[src/rtl/hex_scan_display_pkg.sv]
// hex_disp_pkg: glyph constants and width helpers for the hex scanner.
// Glyphs are stored active-low ({a,b,c,d,e,f,g}, 0 = lit).
`timescale 1ns/1ps
package hex_disp_pkg;

    localparam logic [6:0] SEG_OFF = 7'b1111111;

    localparam logic [6:0] GLYPH_0 = 7'b0000001;
    localparam logic [6:0] GLYPH_1 = 7'b1001111;
    localparam logic [6:0] GLYPH_2 = 7'b0010010;
    localparam logic [6:0] GLYPH_3 = 7'b0000110;
    localparam logic [6:0] GLYPH_4 = 7'b1001100;
    localparam logic [6:0] GLYPH_5 = 7'b0100100;
    localparam logic [6:0] GLYPH_6 = 7'b0100000;
    localparam logic [6:0] GLYPH_7 = 7'b0001111;
    localparam logic [6:0] GLYPH_8 = 7'b0000000;
    localparam logic [6:0] GLYPH_9 = 7'b0000100;
    localparam logic [6:0] GLYPH_A = 7'b0001000;
    localparam logic [6:0] GLYPH_B = 7'b1100000;
    localparam logic [6:0] GLYPH_C = 7'b0110001;
    localparam logic [6:0] GLYPH_D = 7'b1000010;
    localparam logic [6:0] GLYPH_E = 7'b0110000;
    localparam logic [6:0] GLYPH_F = 7'b0111000;

    // Counter width able to hold 0..n-1, never narrower than 1 bit.
    function automatic int width_of(input int n);
        return (n <= 1) ? 1 : $clog2(n);
    endfunction

    function automatic int idx_width(input int num_digits);
        return width_of(num_digits);
    endfunction

    function automatic int presc_width(input int refresh_div);
        return width_of(refresh_div);
    endfunction

endpackage

[src/rtl/hex_scan_display_if.sv]
// hex_scan_display_if: host-side data/blank inputs and pin-side scan outputs.
// master = host/bench, slave = display driver.
`timescale 1ns/1ps
interface hex_scan_display_if #(
    parameter int NUM_DIGITS = 4
);
    logic [4*NUM_DIGITS-1:0] data_in;
    logic                    data_valid;
    logic [NUM_DIGITS-1:0]   blank_in;
    logic [6:0]              seg_out;
    logic [NUM_DIGITS-1:0]   dig_en;
    logic                    frame_done;

    modport master (
        output data_in,
        output data_valid,
        output blank_in,
        input  seg_out,
        input  dig_en,
        input  frame_done
    );

    modport slave (
        input  data_in,
        input  data_valid,
        input  blank_in,
        output seg_out,
        output dig_en,
        output frame_done
    );
endinterface

[src/rtl/hex_scan_display_hex_to_seg.sv]
// hex_to_seg: 4-bit nibble to active-low 7-segment glyph, combinational.
// Ports: i_nib (nibble), o_seg ({a..g}, 0 = lit).
`timescale 1ns/1ps
module hex_to_seg
    import hex_disp_pkg::*;
(
    input  logic [3:0] i_nib,
    output logic [6:0] o_seg
);

    always_comb begin
        o_seg = SEG_OFF;
        unique case (i_nib)
            4'h0: o_seg = GLYPH_0;
            4'h1: o_seg = GLYPH_1;
            4'h2: o_seg = GLYPH_2;
            4'h3: o_seg = GLYPH_3;
            4'h4: o_seg = GLYPH_4;
            4'h5: o_seg = GLYPH_5;
            4'h6: o_seg = GLYPH_6;
            4'h7: o_seg = GLYPH_7;
            4'h8: o_seg = GLYPH_8;
            4'h9: o_seg = GLYPH_9;
            4'hA: o_seg = GLYPH_A;
            4'hB: o_seg = GLYPH_B;
            4'hC: o_seg = GLYPH_C;
            4'hD: o_seg = GLYPH_D;
            4'hE: o_seg = GLYPH_E;
            4'hF: o_seg = GLYPH_F;
        endcase
    end

endmodule

[src/rtl/hex_scan_display.sv]
// hex_scan_display: time-multiplexed hex driver with prescaler, shadow
// register (frame-synchronous update) and per-digit blanking.
// Ports: clk, rst_n (async active-low), bus (slave): data_in, data_valid,
// blank_in in; seg_out, dig_en, frame_done out (all registered).
// Optional macro LEADING_ZERO_BLANK_EN: also darken leading zero digits.
`timescale 1ns/1ps
module hex_scan_display
    import hex_disp_pkg::*;
#(
    parameter int NUM_DIGITS     = 4,
    parameter int REFRESH_DIV    = 50000,
    parameter int SEG_ACTIVE_LOW = 1,
    parameter int DIG_ACTIVE_LOW = 0
) (
    input  logic clk,
    input  logic rst_n,
    hex_scan_display_if.slave bus
);

    localparam int IW = idx_width(NUM_DIGITS);
    localparam int PW = presc_width(REFRESH_DIV);
    localparam int DW = 4 * NUM_DIGITS;

    localparam logic [PW-1:0] PRESC_LAST = PW'(REFRESH_DIV - 1);
    localparam logic [IW-1:0] IDX_LAST   = IW'(NUM_DIGITS - 1);

    localparam logic SEG_INV = (SEG_ACTIVE_LOW == 0);
    localparam logic DIG_INV = (DIG_ACTIVE_LOW != 0);

    localparam logic [6:0] SEG_DARK = SEG_OFF ^ {7{SEG_INV}};
    localparam logic [NUM_DIGITS-1:0] DIG_IDLE = {NUM_DIGITS{DIG_INV}};

    logic [PW-1:0]         r_presc;
    logic [IW-1:0]         r_idx;
    logic [DW-1:0]         r_disp;
    logic [DW-1:0]         r_pend;
    logic                  r_pend_valid;
    logic                  r_frame_done;
    logic [6:0]            r_seg;
    logic [NUM_DIGITS-1:0] r_dig;

    logic                       w_tick;
    logic                       w_boundary;
    logic [NUM_DIGITS-1:0][3:0] w_nibs;
    logic [3:0]                 w_nib;
    logic [6:0]                 w_glyph;
    logic [NUM_DIGITS-1:0]      w_lz;
    logic                       w_blank;
    logic [NUM_DIGITS-1:0]      w_onehot;

    assign w_tick     = (r_presc == PRESC_LAST);
    assign w_boundary = w_tick && (r_idx == IDX_LAST);

    assign w_nibs   = r_disp;
    assign w_nib    = w_nibs[r_idx];
    assign w_onehot = NUM_DIGITS'(1) << r_idx;

    hex_to_seg u_hex_to_seg (
        .i_nib (w_nib),
        .o_seg (w_glyph)
    );

`ifdef LEADING_ZERO_BLANK_EN
    // Walk down from the top digit; a digit is dark while every nibble
    // at or above it is zero. Digit 0 is never darkened.
    logic w_zero_above;

    always_comb begin
        w_lz         = '0;
        w_zero_above = 1'b1;
        for (int k = NUM_DIGITS - 1; k >= 1; k--) begin
            w_zero_above = w_zero_above & (w_nibs[k] == 4'h0);
            w_lz[k]      = w_zero_above;
        end
    end
`else
    assign w_lz = '0;
`endif

    assign w_blank = bus.blank_in[r_idx] | w_lz[r_idx];

    always_ff @(posedge clk or negedge rst_n) begin
        if (!rst_n) begin
            r_presc <= '0;
        end else if (w_tick) begin
            r_presc <= '0;
        end else begin
            r_presc <= r_presc + 1'b1;
        end
    end

    always_ff @(posedge clk or negedge rst_n) begin
        if (!rst_n) begin
            r_idx <= '0;
        end else if (w_tick) begin
            if (r_idx == IDX_LAST) begin
                r_idx <= '0;
            end else begin
                r_idx <= r_idx + 1'b1;
            end
        end
    end

    // Shadow capture: strobes land in r_pend mid-frame; r_disp is only
    // written on the frame boundary so a scan never mixes two values.
    always_ff @(posedge clk or negedge rst_n) begin
        if (!rst_n) begin
            r_disp       <= '0;
            r_pend       <= '0;
            r_pend_valid <= 1'b0;
        end else if (w_boundary) begin
            if (bus.data_valid) begin
                r_disp <= bus.data_in;
            end else if (r_pend_valid) begin
                r_disp <= r_pend;
            end
            r_pend_valid <= 1'b0;
        end else if (bus.data_valid) begin
            r_pend       <= bus.data_in;
            r_pend_valid <= 1'b1;
        end
    end

    always_ff @(posedge clk or negedge rst_n) begin
        if (!rst_n) begin
            r_frame_done <= 1'b0;
            r_seg        <= SEG_DARK;
            r_dig        <= DIG_IDLE;
        end else begin
            r_frame_done <= w_boundary;
            r_seg        <= w_blank ? SEG_DARK : (w_glyph ^ {7{SEG_INV}});
            r_dig        <= w_blank ? DIG_IDLE
                                    : (w_onehot ^ {NUM_DIGITS{DIG_INV}});
        end
    end

    assign bus.seg_out    = r_seg;
    assign bus.dig_en     = r_dig;
    assign bus.frame_done = r_frame_done;

endmodule
[src/flat_wrapper.sv]
// flat-port wrapper written by rule: the top's interface ports become plain ports
module hex_scan_display_flat import hex_disp_pkg::*;
#(
    parameter int NUM_DIGITS     = 4,
    parameter int REFRESH_DIV    = 50000,
    parameter int SEG_ACTIVE_LOW = 1,
    parameter int DIG_ACTIVE_LOW = 0
)
  (clk, rst_n, bus_data_in, bus_data_valid, bus_blank_in, bus_seg_out, bus_dig_en, bus_frame_done);
  hex_scan_display_if #(.NUM_DIGITS(NUM_DIGITS)) bus_i ();
  input  logic clk;
  input  logic rst_n;
  input wire logic [$bits(bus_i.data_in)-1:0] bus_data_in;
  input wire logic [$bits(bus_i.data_valid)-1:0] bus_data_valid;
  input wire logic [$bits(bus_i.blank_in)-1:0] bus_blank_in;
  output wire logic [$bits(bus_i.seg_out)-1:0] bus_seg_out;
  output wire logic [$bits(bus_i.dig_en)-1:0] bus_dig_en;
  output wire logic [$bits(bus_i.frame_done)-1:0] bus_frame_done;
  assign bus_i.data_in = bus_data_in;
  assign bus_i.data_valid = bus_data_valid;
  assign bus_i.blank_in = bus_blank_in;
  assign bus_seg_out = bus_i.seg_out;
  assign bus_dig_en = bus_i.dig_en;
  assign bus_frame_done = bus_i.frame_done;
  hex_scan_display #(.NUM_DIGITS(NUM_DIGITS), .REFRESH_DIV(REFRESH_DIV), .SEG_ACTIVE_LOW(SEG_ACTIVE_LOW), .DIG_ACTIVE_LOW(DIG_ACTIVE_LOW)) u_core (.clk(clk), .rst_n(rst_n), .bus(bus_i));
endmodule
[config.mk]
export PLATFORM = sky130hd
export DESIGN_NAME = hex_scan_display_flat
export DESIGN_NICKNAME = d
export VERILOG_FILES = /design/src/rtl/hex_scan_display_pkg.sv /design/src/rtl/hex_scan_display_if.sv /design/src/rtl/hex_scan_display_hex_to_seg.sv /design/src/rtl/hex_scan_display.sv /design/src/flat_wrapper.sv
export SDC_FILE = /design/constraint.sdc
export NUM_CORES = 1
export LEC_CHECK = 0
export CORE_UTILIZATION = 45
export DETAILED_ROUTE_END_ITERATION = 8
export PLACE_DENSITY = 0.69
export SYNTH_ARGS = -nofsm -noshare
export SYNTH_HDL_FRONTEND = slang
export SYNTH_SLANG_ARGS = --single-unit
[constraint.sdc]
create_clock -name clk -period 1.9 [get_ports clk]
set_input_delay 0.285 -clock clk [delete_from_list [all_inputs] [get_ports clk]]
set_output_delay 0.285 -clock clk [all_outputs]
set_load 0.02 [all_outputs]
# Yosys cells after proc, flatten, opt, wreduce, memory -nomap -nowiden
# Memories as Yosys holds them, arrays and structs flattened.
# Cells that the tools add are included.
# Widths: inputs -> output; s select.
# totals
reg_bits	63
romBits	112
input_bits	23
output_inout_bits	12
elab_cells	36
memories	1
# memory_table
memory	depth	word_bits	read_ports	rd_clocked_by_memory_dff	write_ports	line_no	text
(no name shown)	16	7	1	0	0	hex_scan_display_hex_to_seg.sv:13	unique case (i_nib)
# classes
n_addsub	2
order_cmp	1
n_eq_ne	2
shifts	1
muxes	14
bitwise	2
reduce_logical	5
# op_table
cell	count
$mux 16	3
$add 16x1->16 const B	1
$eq 16x16->1 const B	1
$bmux 4 s2	1
$mux 4	2
$mux 7	1
$bmux 1 s2	2
$mux 1	4
$reduce_and 2->1	2
$reduce_bool 2->1	2
$shl 1x2->4 const A	1
$lt 2x3->1 const B	1
$add 2x1->2 const B	1
$eq 2x2->1 const B	1
$mux 2	1
$logic_and 1x1->1	1
$not 1->1	1
$or 1x1->1	1

# Depth between registers and ports, before layout
# depth
ltp_word	4
ltp_mapped	7
depth_no_buf	6

# Modules after synthesis
# Synthesis repeated with hierarchy kept, for this count alone.
# unflattened
hier_cells	276
area_unflattened_um2	3234.4
# modules_own_cells
mod	n_inst	cells_per_inst	area_per_inst_um2	seq_area_each_um2
hex_scan_display	1	244	2960.3	1585.3
hex_to_seg	1	32	274.0	0.0

# Worst setup path before layout
# No wires, ideal clock.
# synth_path
path_type	register to register
from	reg u_core.r_presc[0]
to	reg u_core.r_pend[10]
setup_time_ns	0.125
arrival_time_ns	1.889
required_ns	1.775
slack_ns	-0.114
stages_incl_launch_ff	7
path_buffers	1
synth_period_minus_slack_ns	2.014
cell_sequence	dfrtp_1 ha_1 nand4_1 nor4b_4 a21boi_2 buf_6 mux2_4
# synth_via
elab_chain_len	4
# synth_lines
item	line_no	text
start: declaration	hex_scan_display.sv:33	logic [PW-1:0] r_presc;
start signal: assignment	hex_scan_display.sv:88	r_presc <= r_presc + 1'b1;
$eq 16x16->1	hex_scan_display.sv:51	assign w_tick = (r_presc == PRESC_LAST);
$logic_and 1x1->1	hex_scan_display.sv:52	assign w_boundary = w_tick && (r_idx == IDX_LAST);
$not 1->1 (no source line)	n/a	
$reduce_and 2->1 (no source line)	n/a	
end signal: assignment	hex_scan_display.sv:119	r_pend <= bus.data_in;
end: declaration	hex_scan_display.sv:36	logic [DW-1:0] r_pend;
# Every way passes these cells.
# A chain may end at the register's enable or synchronous reset.

# Worst setup path in the final report
# layout_path
from	reg u_core.r_presc[4]
to	reg u_core.r_pend[13]
# The elaborated chain is that of the path after synthesis.

==> impl_results.md <==
- CTS buffer count: 9
- Synth area leader: dfrtp_1
- R2R Setup Slk: 0.08 ns
- Antenna violation net count after detailed routing: 0
- Synthesized instance count: 235
- Worst r2r dst: u_core.r_pend[13]
- Core area: 6490 µm²
- Synth top area cells: dfrtp_1 45%, mux2_2 14%, dfstp_2 6.0%
- Mapped Area: 3090 µm²
- Row count: 29
- Crit end category: flop
- DIE AREA: 7200 µm²
- Worst reg-to-reg path cell count: 5
- Final Cycle Share: 95.7%
- Peak VDD IR: 436 µV
- Max Clk Rate: approximately 550 MHz
- Comb power frac: between 8 and 9%
- PwrDens: about 700 nW/µm²
- H-tree levels: 3
- Ports: 35
- Total track usage: 17.9%
- Fill count: between 500 and 600
- Distinct cells, synth: 44
- Post-synthesis compound-gate area fraction: 4.42%
- Fraction of registers with async set or reset after synthesis: 100%
- Remaining Overflow, GRT: 0
- Tmin final: between 1.5 and 2 ns
- Root Driver: clkbuf_8
- EDFF count, synth: 0
- DR WL/cell: about 15 µm
- Post-Synth Simple-Gate Area: a little over a tenth
- Antenna Cells: 0
- Switching share of power: ~23%
- Later-pin clock latency in the skew report: 0.34 ns
- CTS tree: yes
- Pre-antenna DRT Iters: 6
- Final setup margin: 0.0825 ns
- Register area: 1590 µm²
- Delay-heaviest family, CP: simple AND/OR/NAND/NOR gates
- Sink Count: 63
- Slew of the pin with the lowest slew margin: 0.605 ns
- Max Slew Vio Count: 0
- Adder-cell area share of the yosys netlist: 4.46%
- Largest net degree at the start of global routing: 48
- Initial core utilization: 47.5%
- Sequential share of power: 51.5%
- Switching power: 631 µW
- # port buffers: 34
- Ys Warns: 0
- Crit path cell chain: or3b_4, nor4b_4, a21boi_2, buf_12, mux2_4
- Main combinational cell family by area after synthesis: multiplexers
- Via count: 1992
- Most numerous cell in the Yosys netlist: dfrtp_1
- Vias per cell: approximately 5.3
- RSZ-0062 raised after global routing: yes
- Worst path slowest cell: or3b_4
- Commonest cells post-synth: 56 x dfrtp_1, 38 x mux2_2, 12 x nor2_1
- DRC: 0
- Crit path to: u_core.r_pend[13]
- Req. time, crit path: 2.13 ns
- Worst endpoint data arrival time: 2.05 ns
- Gpl congestion: 0.799
- CP Max Fanout: 16
- Clk pwr share: between 30% and 40%
- Mux contribution to synthesized area: 23.3%
- Main flop type after synthesis: dfrtp_1
- Worst hold path class: primary input to asynchronous set/reset pin
- Multi-input logic area: 1460 µm²
- Clock transition at the registers of the reported paths: 0.07 ns
- Hold Fails Final Rpt: 0
- DR iter-0 viols: 52
- Height of the die: 84.8 µm
- Vias in the first global route: 1998
- Place WS: 0.00379 ns
- Syn avg cell area: 13.1 µm²
- Die width: 84.8 µm
- First-pass GRT wire length: 9720 µm
- Worst Setup SP: u_core.r_presc[4]
- Crit-path max cell delay: 0.42 ns
- DP HPWL: 3810 µm
- CTS Buffer Depth: 2
- Post-synth top area share: 45.4%
- XOR/XNOR share of the synthesized area: 3.40%
- Final #Nets: about 330
- Syn nets: 269
- Final setup vio count: 0
- Clk_skew: between 0.009 and 0.01 ns
- Rel. slew slack: 58.5%
- CP bufs+invs: 1
- P_leak: 1.72 nW
- Syn-to-layout area delta: 27.2%
- Levels on crit path: 5
- WL final: slightly below 6000 µm
- Initial antenna violation count: 0
- Share of cells above drive strength 1: between 30% and 40%
- Post-synthesis register bit count: 63
- Outcome: finished, final reports clean
- R2r startpoint: u_core.r_presc[4]
- Crit path launch type: flop
- Crit Path Category: flop to flop
- Pint: 2.10 mW
- Seq/Total Area, Yosys: 51.3%
- Hold_ws: a little over 0.4 ns
- Max cap viols: 0
==> flip-flops by register name, indices dropped and copies added, names as in the netlist <==
register,cells
u_core.bus.dig_en,4
u_core.bus.frame_done,1
u_core.bus.seg_out,7
u_core.r_disp,16
u_core.r_idx,2
u_core.r_pend,16
u_core.r_pend_valid,1
u_core.r_presc,16
==> cell usage in the layout (no fill, tap or decap), drive strengths merged, types with 3 or more instances in the layout <==
cell type / count
clkdlybuf4s50: 33
inv: 9
xor2: 6
dfrtp: 56
mux2i: 5
o221ai: 4
dfstp: 7
nand4: 3
buf: 23
nor3: 4
a21oi: 5
nor2b: 6
mux2: 48
nand2: 9
ha: 11
clkbuf: 12
nor4b: 3
nor2: 12
o21ai: 4
nand3: 5
mux4: 4
xnor2: 6
==> power groups by stage <==
stage               Clock [mW]  Combinational [mW]  Sequential (mW)
global placement             0               0.235             1.43
CTS                       1.11               0.241             1.41
finish                    1.09               0.237             1.41
floorplan                    0               0.109             1.44
detailed placement           0               0.238             1.43
global route              1.16               0.257             1.41
==> worst min-delay path by stage <==
stage | start | to | slack [ns] | cells past startpoint
floorplan | rst_n | u_core.bus.dig_en[0] | -0.01 | 0
finish | rst_n | u_core.r_presc[12] | 0.41 | 2
global route | rst_n | u_core.r_presc[13] | 0.46 | 2
detailed placement | rst_n | u_core.r_presc[15] | 0.24 | 1
global placement | rst_n | u_core.r_presc[15] | 0.24 | 1
CTS | rst_n | u_core.r_presc[15] | 0.41 | 2
==> kinds of logic (layout without fill, tap and decap cells) <==
logic type	Yosys count	in the layout
AOI/OAI and AO/OA	20	20
xor gates and xnor gates	12	12
adders and majority gates	11	11
buffers and inverters	17	81
DFF	63	63
muxes	57	57
and+or+nand+nor	55	55
==> what timing repair did <==
item,4_1_cts,5_1_grt
pin swaps,0,3
hold buffers,1,0
gates resized for setup,1,11
endpoints found under the setup margin,6,36
endpoints found under the hold margin,16,0
setup buffers,0,4
==> layer usage <==
metal  part of all wire (%)  GRT usage, %  up-vias
met5                      0             0        -
met4                    2.4          10.6        0
met3                    2.2          3.50       10
met2                     47          27.7       32
met1                     48          23.4      989
li1                       -             -      961
==> through the flow <==
stage | setup TNS, ns | power [mW] | std cells | instance area, µm² | utilization [%]
detailed placement | 0 | 1.67 | 356 | 3660 | 56.4
CTS | 0 | 2.76 | 372 | 3860 | 59.5
global placement | 0 | 1.66 | 356 | 3660 | 56.4
finish | 0 | 2.73 | 376 | 3930 | 60.5
floorplan | -0.736 | 1.55 | 235 | 3090 | -
global route | -0.0345 | 2.83 | 376 | 3930 | 60.5
==> cell type report <==
class / instances / area share, %
Multi-Input combinational cell: 155 / 37.2
Timing Repair Buffer: 57 / 14.5
Tap cell: 77 / 2.45
Inverter: 9 / 0.860
Clock inverter: 3 / 0.446
Sequential cell: 63 / 40.4
Clock buffer: 12 / 4.21
Power figures use the tool's default switching activity.
